### src/rtl/bp_llr_loader.sv
// Packs the channel LLR stream into 8-sample frames in two ping-pong banks and
// hands each complete frame to the BP decoder. Optional macro: BP_LLR_SAT_EN.
//
// state  | meaning
// S_IDLE | waiting for a full bank while the decoder is idle
// S_ACK  | start issued, waiting for the decoder to raise busy
// S_RUN  | decoder busy, waiting for it to finish
module bp_llr_loader #(
    parameter int BIT  = 8,
    parameter int IN_W = 12
) (
    input  logic            clk,
    input  logic            rst_n,
    input  logic            s_valid,
    output logic            s_ready,
    input  logic [IN_W-1:0] s_data,
    input  logic            s_last,
    output logic            frame_err,
    input  logic            dec_busy,
    output logic            dec_start,
    output logic [BIT-1:0]  LLR_1,
    output logic [BIT-1:0]  LLR_2,
    output logic [BIT-1:0]  LLR_3,
    output logic [BIT-1:0]  LLR_4,
    output logic [BIT-1:0]  LLR_5,
    output logic [BIT-1:0]  LLR_6,
    output logic [BIT-1:0]  LLR_7,
    output logic [BIT-1:0]  LLR_8
);

    typedef enum logic [1:0] {S_IDLE, S_ACK, S_RUN} state_t;

    state_t         state_q, state_d;
    logic [BIT-1:0] bank [2][8];
    logic [BIT-1:0] llr_q [8];
    logic [1:0]     full;
    logic           wb, rb;
    logic [2:0]     idx;
    logic [BIT-1:0] conv;
    logic           accept, at_end, frame_done, misalign, issue;

`ifdef BP_LLR_SAT_EN
    // Symmetric clamp so the most negative code never reaches the decoder
    localparam logic signed [IN_W-1:0] SAT_MAX = IN_W'((2 ** (BIT - 1)) - 1);
    localparam logic signed [IN_W-1:0] SAT_MIN = -SAT_MAX;

    always_comb begin
        conv = s_data[BIT-1:0];
        if ($signed(s_data) > SAT_MAX)
            conv = SAT_MAX[BIT-1:0];
        else if ($signed(s_data) < SAT_MIN)
            conv = SAT_MIN[BIT-1:0];
    end
`else
    logic unused_hi;

    assign conv      = s_data[BIT-1:0];
    assign unused_hi = ^s_data[IN_W-1:BIT];
`endif

    assign s_ready    = !full[wb];
    assign accept     = s_valid && s_ready;
    assign at_end     = (idx == 3'd7);
    assign frame_done = accept && at_end && s_last;
    assign misalign   = accept && (at_end != s_last);

    always_comb begin
        state_d = state_q;
        issue   = 1'b0;
        case (state_q)
            S_IDLE: begin
                if (full[rb] && !dec_busy) begin
                    issue   = 1'b1;
                    state_d = S_ACK;
                end
            end
            S_ACK: begin
                if (dec_busy)
                    state_d = S_RUN;
            end
            S_RUN: begin
                if (!dec_busy)
                    state_d = S_IDLE;
            end
            default: state_d = S_IDLE;
        endcase
    end

    always_ff @(posedge clk or negedge rst_n) begin
        if (!rst_n)
            state_q <= S_IDLE;
        else
            state_q <= state_d;
    end

    always_ff @(posedge clk) begin
        if (accept)
            bank[wb][idx] <= conv;
    end

    // Completion and release can only target different banks, since a bank
    // being written is never full and the released bank always is.
    always_ff @(posedge clk or negedge rst_n) begin
        if (!rst_n) begin
            full      <= 2'b00;
            wb        <= 1'b0;
            rb        <= 1'b0;
            idx       <= 3'd0;
            frame_err <= 1'b0;
            dec_start <= 1'b0;
        end else begin
            frame_err <= misalign;
            dec_start <= issue;
            for (int i = 0; i < 2; i++) begin
                if (frame_done && wb == 1'(i))
                    full[i] <= 1'b1;
                else if (issue && rb == 1'(i))
                    full[i] <= 1'b0;
            end
            if (frame_done) begin
                wb  <= ~wb;
                idx <= 3'd0;
            end else if (misalign) begin
                idx <= 3'd0;
            end else if (accept) begin
                idx <= idx + 3'd1;
            end
            if (issue)
                rb <= ~rb;
        end
    end

    always_ff @(posedge clk or negedge rst_n) begin
        if (!rst_n) begin
            for (int k = 0; k < 8; k++)
                llr_q[k] <= '0;
        end else if (issue) begin
            for (int k = 0; k < 8; k++)
                llr_q[k] <= bank[rb][k];
        end
    end

    assign LLR_1 = llr_q[0];
    assign LLR_2 = llr_q[1];
    assign LLR_3 = llr_q[2];
    assign LLR_4 = llr_q[3];
    assign LLR_5 = llr_q[4];
    assign LLR_6 = llr_q[5];
    assign LLR_7 = llr_q[6];
    assign LLR_8 = llr_q[7];

endmodule

### config.mk
export PLATFORM = sky130hd
export DESIGN_NAME = bp_llr_loader
export DESIGN_NICKNAME = d
export VERILOG_FILES = /design/src/rtl/bp_llr_loader.sv
export SDC_FILE = /design/constraint.sdc
export NUM_CORES = 1
export LEC_CHECK = 0
export ABC_AREA = 0
export ABC_CLOCK_PERIOD_IN_PS = 4250
export BUFFER_PORTS_ARGS = -buffer_cell sky130_fd_sc_hd__buf_2
export CAP_MARGIN = 40
export CELL_PAD_IN_SITES_DETAIL_PLACEMENT = 1
export CELL_PAD_IN_SITES_GLOBAL_PLACEMENT = 2
export CORE_MARGIN = 3
export CORE_UTILIZATION = 40
export DETAILED_ROUTE_END_ITERATION = 6
export PLACE_DENSITY_LB_ADDON = 0.1
export SYNTH_ARGS = -nofsm -noshare
export SYNTH_HDL_FRONTEND = slang
export SYNTH_SLANG_ARGS = --single-unit
### constraint.sdc
create_clock -name clk -period 4.25 [get_ports clk]
set_clock_uncertainty 0.15 [all_clocks]
set_input_delay 0.425 -clock clk [delete_from_list [all_inputs] [get_ports clk]]
set_output_delay 0.425 -clock clk [all_outputs]
set_load 0.03 [all_outputs]
Word-level counts from Yosys, hierarchy flattened

Memories as Yosys holds them, arrays and structs flattened. A register that Yosys moved wholly into a read port is not among the register bits.
Cells that the tools add are included.

Memory bits (writable): 128
ROM bits: 0
Register bits: 11
Word-level logic and storage cells: 63
Output and inout port bits: 67
Input port bits: 17
Latch bits: 0
Memories: 1

Reduce and logical (&&, ||, !) cells: 18
Add/subtract/negate cells: 1
Shifts and indexed selects: 0
$lt $le $gt $ge: 4
Multiply operators: 0
Divide/modulo/power cells: 0
Eq/ne operators: 7
Multiplexer cells: 21
Bitwise operators: 3

Memories:

| name | words | bits a word | read ports | clocked after memory_dff | wr ports | line | text |
|---|---|---|---|---|---|---|---|
| bank | 2     | 64          | 1          | 1                        | 1        | 34   | `logic [BIT-1:0] bank [2][8];` |

Operator list:

| cell                  | number |
|---|---|
| $mux W64              | 1 |
| $demux W8 S3          | 1 |
| $mux W1               | 11 |
| $logic_and A1 B1 Y1   | 10 |
| $mux W3               | 3 |
| $mux W8               | 1 |
| $mux W2               | 3 |
| $ne A2 B2 Y1 const B  | 3 |
| $pmux W2 S3           | 1 |
| $ge A4 B4 Y1 const B  | 1 |
| $lt A1 B2 Y1 const B  | 2 |
| $lt A4 B1 Y1 const B  | 1 |
| $not A3 Y4            | 1 |
| $reduce_bool A2 Y1    | 2 |
| $add A3 B1 Y3 const B | 1 |
| $eq A3 B3 Y1 const B  | 1 |
| $logic_not A1 Y1      | 3 |
| $reduce_and A3 Y1     | 1 |
| $reduce_bool A3 Y1    | 1 |
| $eq A2 B1 Y1 const B  | 1 |
| $eq A2 B2 Y1 const B  | 1 |
| $logic_not A2 Y1      | 1 |
| $not A1 Y1            | 2 |
| $ne A1 B1 Y1          | 1 |

Depth between registers and ports, before layout

Depth in word-level cells: 8
Mapped depth: 6
Depth with buffers taken out: 5

Least setup slack after synthesis

OpenSTA, ideal clock, no wires.

Path kind: reg-to-reg
Start: reg wb
End: mem bank[0][40] in the netlist's numbering (enable)
Period minus slack after synthesis: 2.595 ns
Arrival: 2.050 ns
Library setup time: 0.395 ns
Path slack: 1.655 ns
Buffers on the path: 1
Cell stages (with the launch flop): 5
Path through: dfrtp_1 -> buf_2 -> mux2i_4 -> nand2_1 -> nor4_1

Cells in the longest elaborated chain, start to end: 6

RTL lines:

| what                                        | line | text |
|---|---|---|
| start, declared                             | 37   | `logic wb, rb;` |
| start signal, assigned                      | 121  | `wb <= ~wb;` |
| $mux W1 (not written as such) (2 in series) | 61   | `assign s_ready = !full[wb];` |
| $logic_not A1 Y1                            | 61   |  |
| via s_ready                                 | 15   | `output logic s_ready,` |
| $logic_and A1 B1 Y1                         | 62   | `assign accept = s_valid && s_ready;` |
| $mux W1                                     | 97   | `if (accept)` |
| $mux W64 (not written as such)              | 98   | `bank[wb][idx] <= conv;` |
| end, declared                               | 34   |  |

The timed path passes the listed nets, and every way through them passes these cells. The select of a mux whose other input is x is not followed.

Worst setup path after layout

Start: in dec_busy
End: reg llr_q, in the netlist LLR_8[7], read port of bank

Cells in the longest elaborated chain, start to end: 4

RTL lines:

| what                | line | text |
|---|---|---|
| start, declared     | 19   | `input logic dec_busy,` |
| $logic_not A1 Y1    | --   |  |
| $logic_and A1 B1 Y1 | 72   | `if (full[rb] && !dec_busy) begin` |
| $mux W1             | 72   |  |
| $mux W1             | 70   | `case (state_q)` |
| end, declared       | 35   | `logic [BIT-1:0] llr_q [8];` |

No other way between the ends.
A chain may end at the register's enable or synchronous reset.

==> reports/qor.csv <==
stage,metric,value,unit
clock_tree,TritonCTS Sinks,203,
timing,# setup viols final,0,
layout,"non-filler cells, final",774,
synth,sequential fraction of the synthesis area,72.4,%
floorplanning,chip height,147,um
routing,number of vias per cell,4.87,
setup_path,Crit-path slowest cell,dlygate4sd3_1,
routing,Remaining DRCs,0,
synth,"count leader, synth",edfxtp_1,
setup_path,Crit Path Max Fanout,21,
clock_tree,root buf cell,clkbuf_16,
routing,Final ANT Viol Nets,0,
clock_tree,CTS max path bufs,3,
timing,Final Hold Viols,0,
pwr,clock share of power,32.9,%
synth,number of synthesized flops with an enable pin,128,
floorplanning,Initial Util,41.4,%
setup_path,crit-path cells,dlygate4sd3_1 -> buf_2 -> nor3_4 -> nor2b_4 -> buf_4 -> mux2_2,
place,Final HPWL DP,9410,um
setup_path,CP Class,input pin to flop,
run,Max-cap violations,0,
pwr,Flop pwr share,42.5,%
grt,GR Overflow Total,0,
pwr,combinational power share,24.6,%
pwr,Int Pwr,4220,uW
clock_tree,Worst-Skew Late Latency,500,ps
layout,diode count,0,
clock_tree,htree depth,1,
layout,filler instances,1793,
floorplanning,row count,50,
floorplanning,die area,0.0215,mm^2
layout,layout cells sized above 1,50.6,%
pwr,Psw,1720,uW
routing,number of iterations in the first detailed-routing pass,4,
layout,Final Net Count,517,
place,Final Wtd Congestion,0.703,
timing,Slew headroom,43.6,%
grt,vias in the first global route,4183,
setup_path,CP endpoint kind,flop,
grt,first-pass GRT wire length,24600,um
clock_tree,postcts setup bufs,0,
synth,post-synthesis async set-or-reset flop share,36.9,%
timing,RSZ-0062 raised after global routing,no,
timing,period utilization,57.2,%
synth,"Avg Cell Area, Syn",19.8,um^2
routing,routed vias,3767,
setup_path,"CP delay by family, top",buffers and inverters,
synth,Synth cell types,35,
layout,Area Overhead vs Synth,18.0,%
synth,Netlist Area Pre-Place,0.00790,mm^2
layout,multi-input logic area,0.00199,mm^2
hold_path,Hold Crit Class,input pin to flop,
setup_path,CP peak stage delay,540,ps
pwr,VDD IR max,0.325,mV
synth,share of the synthesized area in the top cell type,48.6,%
grt,largest net degree at the start of global routing,42,
routing,wire per inst,19.8,um
synth,Post-synth top cells,"128 x edfxtp_1, 79 x mux2_2, 75 x dfrtp_1, 49 x mux2_4, 14 x nor2_1",
status,status,"complete, no violations",
synth,Post-Synthesis Cells,400,
place,placed insts,732,
pwr,pwr dens,637,mW/mm^2
grt,initial antenna violation count,0,
timing,TNS Setup,0,ps
synth,syn_nets,419,
clock_tree,TritonCTS clock tree,yes,
clock_tree,CTS Buf Count,22,
pwr,P_leak,0.00375,uW
pwr,Total Power,5940,uW
routing,DR iter-0 viols,147,
setup_path,crit path buf inv count,3,
floorplanning,IO Pins,84,
synth,Ys Warns,0,
timing,worst slew pin tran,842,ps
setup_path,Worst EP arrival,2660,ps
layout,Final Util,48.9,%
routing,Routed WL,15400,um
timing,Fmax,411,MHz
setup_path,worst endpoint required time,4480,ps
floorplanning,die width,147,um
floorplanning,Core Region,0.0191,mm^2
timing,Pins Over Slew Limit,0,
synth,top cell type by total area after synthesis,edfxtp_1,
place,Port Buffer Count,79,
setup_path,flop2flop setup slack,1910,ps
setup_path,Critical Path Start Type,input pin,
layout,FF+latch area,0.00572,mm^2
clock_tree,"Clk pin slew, worst setup/hold paths",60,ps
grt,gr usage total,14.6,%
synth,ys flop type,edfxtp_1,
timing,Tmin final,2430,ps
synth,Yosys reg bits,203,
synth,most area-consuming cells after synthesis,"edfxtp_1 49%, dfrtp_1 24%, mux2_2 11%",
pwr,Switching Fraction,28.9,%
-- worst register-to-register path, cell delays in order, from the launching register on --
cell and delay, ps:
dfrtp_1 530, mux2i_4 340, nand4_1 240, nor2_1 710
-- repair_timing --
| action | CTS | global route |
|---|---|---|
| hold buffers | 2 | 0 |
| hold endpoints to repair | 35 | 0 |
| resized for setup | 0 | 0 |
-- per-layer routing --
metal,wire length (um),global-route usage [%],share of wire [%],vias up
li1,-,-,-,1709
met1,6960,19.7,45,1962
met2,7500,24.5,49,75
met3,571,2.61,3.7,21
met4,322,4.28,2.1,0
met5,0,0,0,-
-- through the flow --
stage          hold WS [ps]  instance area (um^2)  worst slack, ps
3_3_place_gp            338                  8500             1850
6_report                135                  9330             1820
3_5_place_dp            270                  8550             1820
4_1_cts                 125                  9330             1790
2_1_floorplan         -20.6                  7900             1660
5_1_grt                 127                  9330             1670
-- cell usage in the layout, fill, tap and decap left out, drive strengths merged, types with 2 or more instances in the layout --
cell type / count
nor4: 4
nor3: 2
nor2: 14
buf: 89
nor3b: 2
clkinv: 9
a31oi: 2
clkinvlp: 2
inv: 2
ha: 2
dfrtp: 75
nand2b: 2
mux2: 131
dlygate4sd3: 2
clkbuf: 25
bufinv: 3
nand4b: 2
edfxtp: 128
mux2i: 2
nand2: 3
-- state kept, by name, indices dropped and copies added (netlist names) --
signal and flops:
rb 1, full 2, frame_err 1, LLR_3 8, dec_start 1, state_q 2
idx 3, LLR_1 8, LLR_2 8, LLR_7 8, bank 128, LLR_6 8
LLR_5 8, wb 1, LLR_8 8, LLR_4 8
-- cell type report --
type,instances,share of cell area (%)
Sequential cell,203,61.3
Multi-Input combinational cell,179,21.4
Clock buffer,25,6.36
Timing Repair Buffer,91,5.63
Tap cell,260,3.49
Clock inverter,15,1.76
Inverter,1,0.0402
-- logic make-up (layout without fill, tap and decap cells) --
family                   count (synthesis)  after routing  synth area share (%)
multiplexers                           133            133                  21.6
XOR/XNOR                                 2              2                 0.222
buffers and inverters                   18            132                  2.37
adder cells (fa/ha/maj)                  2              2                 0.317
flip-flops                             203            203                  72.4
AND/OR/NAND/NOR                         34             34                  2.44
AO/OA/AOI/OAI                            8              8                 0.697
-- power groups by stage --
| stage | Sequential, uW | Clock [uW] | Combinational [uW] |
|---|---|---|---|
| 6_report | 2520 | 1950 | 1460 |
| 5_1_grt | 2570 | 2100 | 1570 |
| 4_1_cts | 2530 | 2010 | 1500 |
| 3_5_place_dp | 2570 | 0 | 1480 |
| 3_3_place_gp | 2560 | 0 | 1450 |
| 2_1_floorplan | 2870 | 0 | 784 |
-- path summary, 6_finish.rpt --
path                            startpoint          to  cells past startpoint
worst min-delay path                s_last   frame_err                      3
worst max-delay path              dec_busy    LLR_8[7]                      6
max in group asynchronous            rst_n          rb                      3
worst max register to register          wb  bank[1][2]                      3
min in group asynchronous            rst_n    LLR_2[2]                      2
worst min register to register    LLR_3[6]    LLR_3[6]                      1
Power figures use the tool's default switching activity.
